===== config.mk =====
export PLATFORM = sky130hd
export DESIGN_NAME = cvxif_mac_copro
export DESIGN_NICKNAME = d
export VERILOG_FILES = /design/src/rtl/cvxif_mac_copro.sv
export SDC_FILE = /design/constraint.sdc
export NUM_CORES = 1
export LEC_CHECK = 0
export ABC_AREA = 0
export CAP_MARGIN = 15
export CORE_MARGIN = 1
export CORE_UTILIZATION = 50
export DETAILED_ROUTE_END_ITERATION = 8
export HOLD_SLACK_MARGIN = 0.05
export PLACE_DENSITY = 0.74
export SLEW_MARGIN = 20
export SYNTH_ARGS = -nofsm -noshare
export SYNTH_HDL_FRONTEND = slang
export SYNTH_SLANG_ARGS = --single-unit
export TNS_END_PERCENT = 50

===== constraint.sdc =====
create_clock -name clk_i -period 9.6 [get_ports clk_i]
set_input_delay 1.92 -clock clk_i [delete_from_list [all_inputs] [get_ports clk_i]]
set_output_delay 1.92 -clock clk_i [all_outputs]
set_load 0.005 [all_outputs]

===== src/rtl/cvxif_mac_copro.sv =====
// CV-X-IF multiply / multiply-accumulate coprocessor.
// Accepts custom-0 instructions (MUL, MAC, CLRACC, RDACC).
// A 32-step shift-add multiplier and an internal accumulator execute them.
// Results return on the result channel with full backpressure.
// Only one instruction is in flight at a time.
//
// Handshake rule on both channels: a transfer happens on the rising clock edge
// where valid && ready. The issue side only offers ready in IDLE, with both
// source operands valid. The result side holds valid, data, rd and id stable
// from the first RESULT cycle until the edge where x_result_ready_i is seen high.

package ibex_pkg;
  parameter int unsigned X_NUM_RS    = 2;
  parameter int unsigned X_ID_WIDTH  = 4;
  parameter int unsigned X_RFR_WIDTH = 32;
  parameter int unsigned X_RFW_WIDTH = 32;

  typedef struct packed {
    logic [31:0]                           instr;
    logic [1:0]                            mode;
    logic [X_ID_WIDTH-1:0]                 id;
    logic [X_NUM_RS-1:0][X_RFR_WIDTH-1:0]  rs;
    logic [X_NUM_RS-1:0]                   rs_valid;
  } x_issue_req_t;

  typedef struct packed {
    logic accept;
    logic writeback;
    logic dualwrite;
    logic dualread;
    logic loadstore;
    logic exc;
  } x_issue_resp_t;

  typedef struct packed {
    logic [X_ID_WIDTH-1:0]  id;
    logic [X_RFW_WIDTH-1:0] data;
    logic [4:0]             rd;
    logic                   we;
    logic                   exc;
    logic [5:0]             exccode;
    logic                   err;
    logic                   dbg;
  } x_result_t;
endpackage

module cvxif_mac_copro #(
  parameter int unsigned XLEN   = 32,
  parameter logic [6:0]  Opcode = 7'b0001011
) (
  input  logic                   clk_i,
  input  logic                   rst_ni,
  input  logic                   x_issue_valid_i,
  output logic                   x_issue_ready_o,
  input  ibex_pkg::x_issue_req_t x_issue_req_i,
  output ibex_pkg::x_issue_resp_t x_issue_resp_o,
  output logic                   x_result_valid_o,
  input  logic                   x_result_ready_i,
  output ibex_pkg::x_result_t    x_result_o
);

  typedef enum logic [1:0] {
    IDLE   = 2'd0,
    BUSY   = 2'd1,
    RESULT = 2'd2
  } state_e;

  typedef enum logic [1:0] {
    OP_MUL = 2'd0,
    OP_MAC = 2'd1,
    OP_CLR = 2'd2,
    OP_RD  = 2'd3
  } op_e;

  state_e              state_q;
  op_e                 op_q;
  logic [XLEN-1:0]     acc_q;
  logic [XLEN-1:0]     mcand_q;
  logic [XLEN-1:0]     mplier_q;
  logic [XLEN-1:0]     product_q;
  logic [4:0]          count_q;
  logic [ibex_pkg::X_ID_WIDTH-1:0] id_q;
  logic [4:0]          rd_q;
  logic                result_valid_q;
  ibex_pkg::x_result_t result_q;

  logic [6:0]      opcode;
  logic [2:0]      funct3;
  logic [6:0]      funct7;
  logic            accept;
  op_e             dec_op;
  logic [XLEN-1:0] product_next;
  logic [XLEN-1:0] mac_sum;
  logic            unused_ok;

  assign opcode = x_issue_req_i.instr[6:0];
  assign funct3 = x_issue_req_i.instr[14:12];
  assign funct7 = x_issue_req_i.instr[31:25];
  assign dec_op = op_e'(funct3[1:0]);

  // Only funct3 0..3 with funct7 == 0 under our major opcode are ours.
  assign accept = (opcode == Opcode) && (funct7 == 7'd0) && !funct3[2];

  // Operand fields and privilege mode are not needed by this unit.
  assign unused_ok = ^{x_issue_req_i.mode, x_issue_req_i.instr[24:15]};

  // Issue side is purely combinational: decode plus idle/operand gating.
  always_comb begin
    x_issue_resp_o           = '0;
    x_issue_resp_o.accept    = accept;
    x_issue_resp_o.writeback = accept;
    x_issue_ready_o          = (state_q == IDLE) && (x_issue_req_i.rs_valid == 2'b11);
  end

  // One shift-add step: add the multiplicand when the current multiplier LSB is set.
  assign product_next = product_q + (mplier_q[0] ? mcand_q : '0);
  assign mac_sum      = acc_q + product_next;

  assign x_result_valid_o = result_valid_q;
  assign x_result_o       = result_q;

  // Control FSM with the multiplier datapath, accumulator and registered result.
  always_ff @(posedge clk_i or negedge rst_ni) begin
    if (!rst_ni) begin
      state_q        <= IDLE;
      op_q           <= OP_MUL;
      acc_q          <= '0;
      mcand_q        <= '0;
      mplier_q       <= '0;
      product_q      <= '0;
      count_q        <= '0;
      id_q           <= '0;
      rd_q           <= '0;
      result_valid_q <= 1'b0;
      result_q       <= '0;
    end else begin
      case (state_q)
        IDLE: begin
          if (x_issue_valid_i && x_issue_ready_o && accept) begin
            id_q      <= x_issue_req_i.id;
            rd_q      <= x_issue_req_i.instr[11:7];
            op_q      <= dec_op;
            mcand_q   <= x_issue_req_i.rs[0];
            mplier_q  <= x_issue_req_i.rs[1];
            product_q <= '0;
            count_q   <= '0;
            if (dec_op == OP_MUL || dec_op == OP_MAC) begin
              state_q <= BUSY;
            end else begin
              // CLRACC and RDACC both return the current accumulator value.
              result_q.id    <= x_issue_req_i.id;
              result_q.rd    <= x_issue_req_i.instr[11:7];
              result_q.data  <= acc_q;
              result_q.we    <= 1'b1;
              result_valid_q <= 1'b1;
              state_q        <= RESULT;
              if (dec_op == OP_CLR) begin
                acc_q <= '0;
              end
            end
          end
        end
        BUSY: begin
          product_q <= product_next;
          mcand_q   <= mcand_q << 1;
          mplier_q  <= mplier_q >> 1;
          count_q   <= count_q + 5'd1;
          if (count_q == 5'd31) begin
            result_q.id    <= id_q;
            result_q.rd    <= rd_q;
            result_q.we    <= 1'b1;
            result_valid_q <= 1'b1;
            state_q        <= RESULT;
            if (op_q == OP_MAC) begin
              acc_q         <= mac_sum;
              result_q.data <= mac_sum;
            end else begin
              result_q.data <= product_next;
            end
          end
        end
        RESULT: begin
          if (x_result_ready_i) begin
            result_valid_q <= 1'b0;
            state_q        <= IDLE;
          end
        end
        default: state_q <= IDLE;
      endcase
    end
  end

endmodule


==> run_results.csv <==
group,metric,value,unit
placed_design,portBuffers,141,
grt,grt_pass1_vias,9887,
sta,skew,0.0177,ns
power_and_ir_drop,vdd_drop_max,0.0000712,V
sta,clock.fmax,0.179,GHz
worst_setup_path,crit_path_frequent_cell,"a21oi_1",
cts,clk_path_buf_depth,2,
synthesis,synth.most_common_cell,"nand2_1",
synthesis,netlist.area_leader.share,0.395,
worst_setup_path,arrival,5.94,ns
floorplanning,rows,56,
worst_setup_path,ff2ff_setup_slack,4.00,ns
cts,clk_pin_slew,0.09,ns
detailed_routing,vias,10100,
finish,final_area,0.0142,mm2
finish,area_growth_syn_to_layout,18.4,%
power_and_ir_drop,power,1.61,mW
synthesis,ys_warn_count,9,
floorplanning,die_h,157,um
synthesis,ys_types,83,
cts,post_cts_buffers,0,
floorplanning,start_util,0.510,
worst_setup_path,slowest_delay,0.69,ns
synthesis,synthTopCellsByArea,"dfrtp_1, nand2_1, ha_1",
sta,relSlewSlack,0.355,
sta,drv_slew,0,
cts,cts_tree,"built",
min_path,hold_path_class,"flip-flop to flip-flop",
grt,gr-total-overflow,0,
synthesis,synthCells,1320,
sta,setup_violations,0,
placed_design,dp.final_hpwl,21.0,mm
finish,multi_input_area,0.00681,mm2
synthesis,yosys-top-cells-count,"nand2_1, dfrtp_1, o21ai_0, ha_1, a21oi_1",
worst_setup_path,cpMaxStageDelayCell,"dfrtp_1",
placed_design,postPlaceCellArea,0.0135,mm2
detailed_routing,ant_nets,0,
detailed_routing,drc,0,
sta,tightestPinTransition,0.967,ns
grt,grt_pass1_wl,49.8,mm
synthesis,synth_ff_type,"dfrtp_1",
status,outcome,"finished, final reports clean",
finish,diodes,0,
synthesis,ys_seq_area_frac,0.395,
cts,cts_resized,0,
worst_setup_path,cp_cell_sequence,"and2_1 -> ha_1 -> fa_1 -> a21oi_1 -> o21ai_1 -> a21oi_1 -> o21bai_1 -> a21oi_1 -> xor2_1 -> inv_1 -> ha_1 -> nand2_1 -> o21ai_1 -> nor3_1 -> a211oi_1 -> o2111ai_1 -> o211ai_2 -> xor2_1 -> o21bai_1 -> a22o_1",
grt,grtUsageTotal,0.257,
cts,cts-root-buf,"clkbuf_16",
worst_setup_path,crit_fanout,33,
synthesis,ys_ff_latch,189,
worst_setup_path,critPathLaunch,"mplier_q[0]",
synthesis,netlist_area,0.0120,mm2
placed_design,dp.cells,1717,
synthesis,synth_top_area_cell,"dfrtp_1",
synthesis,post_synth.cell_area_avg,9.06,um2
sta,fin_crit,5.60,ns
finish,layoutNonFillerInstCount,1749,
sta,holdWs,0.476,ns
detailed_routing,viasPerCell,5.77,
worst_setup_path,timing.rr.start,"mplier_q[0]",
worst_setup_path,reg2reg_to,"acc_q[31]",
floorplanning,die_w,157,um
detailed_routing,drt-total-wl,30.2,mm
finish,nets,1596,
worst_setup_path,critPathLaunchType,"flip-flop",
min_path,min-delay-start,"x_result_o[9]",
worst_setup_path,worstRegToRegCells,20,
placed_design,place_congestion,0.904,
worst_setup_path,required,9.94,ns
cts,cts_buffers,17,
cts,htreeDepth,4,
grt,grt_max_degree,117,
placed_design,pre_cts_slack,4.12,ns
power_and_ir_drop,powerDensity,114,mW/mm2
cts,cts.sinks,189,
synthesis,synth_edf_count,0,
finish,nFillCells,2113,
detailed_routing,drt-initial-drc-count,639,
worst_setup_path,crit_type,"flip-flop to flip-flop",
synthesis,synth-async-reset-ratio,1.00,
sta,rsz0062_at_grt,"no",
sta,fin_ws,4.00,ns
run,drv_cap,0,
power_and_ir_drop,power.leakage,5.52,nW
detailed_routing,dr.pass1.iters,5,
worst_setup_path,crit_path_end,"acc_q[31]",
grt,antenna_found_initial,0,
worst_setup_path,end_kind,"flip-flop",
detailed_routing,wire_per_inst,17.3,um
floorplanning,core_area,0.0235,mm2
cts,insertion_delay,0.46,ns
finish,regArea,0.00473,mm2
finish,fin_util,0.604,
floorplanning,die_area,0.0246,mm2
sta,hold_viol_final,0,
floorplanning,pin_count,167,
cts,hold_buffers,0,
finish,drive_above_1_share,0.0608,
sta,setup_tns,0,ns
sta,min_period_over_period,0.583,
[placed cells by master, fill, tap and decap left out, types with 13 or more instances in the layout]
master | Yosys | routed
clkbuf_16 | 0 | 17
mux2i_1 | 65 | 65
nor2_1 | 62 | 60
inv_1 | 25 | 25
a21o_1 | 30 | 30
dfrtp_1 | 189 | 189
conb_1 | 1 | 13
a21oi_1 | 67 | 66
o21ai_0 | 133 | 133
xnor2_1 | 30 | 30
clkdlybuf4s50_1 | 0 | 140
and2_1 | 35 | 35
ha_1 | 69 | 69
a32o_1 | 18 | 18
nand2_1 | 236 | 236
a31oi_1 | 17 | 17
xor2_1 | 25 | 25
[cell type report]
cell class	instances	share of cell area
multi-input combinational	1030	0.480
timing repair buffer	153	0.106
clock buffer	17	0.0300
sequential	189	0.334
inverter	26	0.00689
tap	319	0.0282
clock inverter	15	0.0147
[layer usage]
layer | wire length [um] | global-route usage
met1 | 13400 | 0.327
met2 | 14500 | 0.433
met3 | 1360 | 0.0435
met4 | 952 | 0.103
met5 | 0 | 0
[where the power goes]
group          leakage, nW  total, mW  internal [mW]  switching [mW]
clock                0.299      0.755          0.361           0.394
combinational         3.33     0.0641         0.0374          0.0267
sequential            1.89      0.796          0.795        0.000143
[cell families (layout without fill, tap and decap cells)]
| family | after synthesis | after routing | synth area share |
|---|---|---|---|
| XOR/XNOR | 57 | 57 | 0.0436 |
| AO/OA/AOI/OAI | 411 | 411 | 0.230 |
| multiplexers | 75 | 75 | 0.0638 |
| adder cells (fa/ha/maj) | 71 | 71 | 0.0755 |
| flip-flops | 189 | 189 | 0.395 |
| other | 1 | 13 | 0.000313 |
| AND/OR/NAND/NOR | 403 | 403 | 0.150 |
| buffers and inverters | 113 | 211 | 0.0419 |
[state kept, by name, indices dropped and copies added (netlist names), 4 cells and up]
name and cells:
mplier_q 32, product_q 32, x_result_o 42, mcand_q 32, acc_q 32, id_q 4
count_q 5, rd_q 5
[worst min path at each step]
stage | slack, ns | depth (start not counted) | endpoint
2_1_floorplan | 0.45 | 2 | mplier_q[0]
3_3_place_gp | 0.45 | 1 | x_result_o[9]
3_5_place_dp | 0.46 | 1 | x_result_o[9]
4_1_cts | 0.48 | 1 | x_result_o[9]
5_1_grt | 0.50 | 1 | x_result_o[9]
6_report | 0.48 | 1 | x_result_o[9]
[worst max-delay path: cells and delay by family (launching register included)]
family                   cells  cell delay, ns
AO/OA/AOI/OAI               11            2.54
XOR/XNOR                     2            0.45
AND/OR/NAND/NOR              3            0.55
flip-flops                   1            0.69
buffers and inverters        1            0.17
adder cells (fa/ha/maj)      3            1.06
No activity file was read; power rests on OpenSTA's default activity.
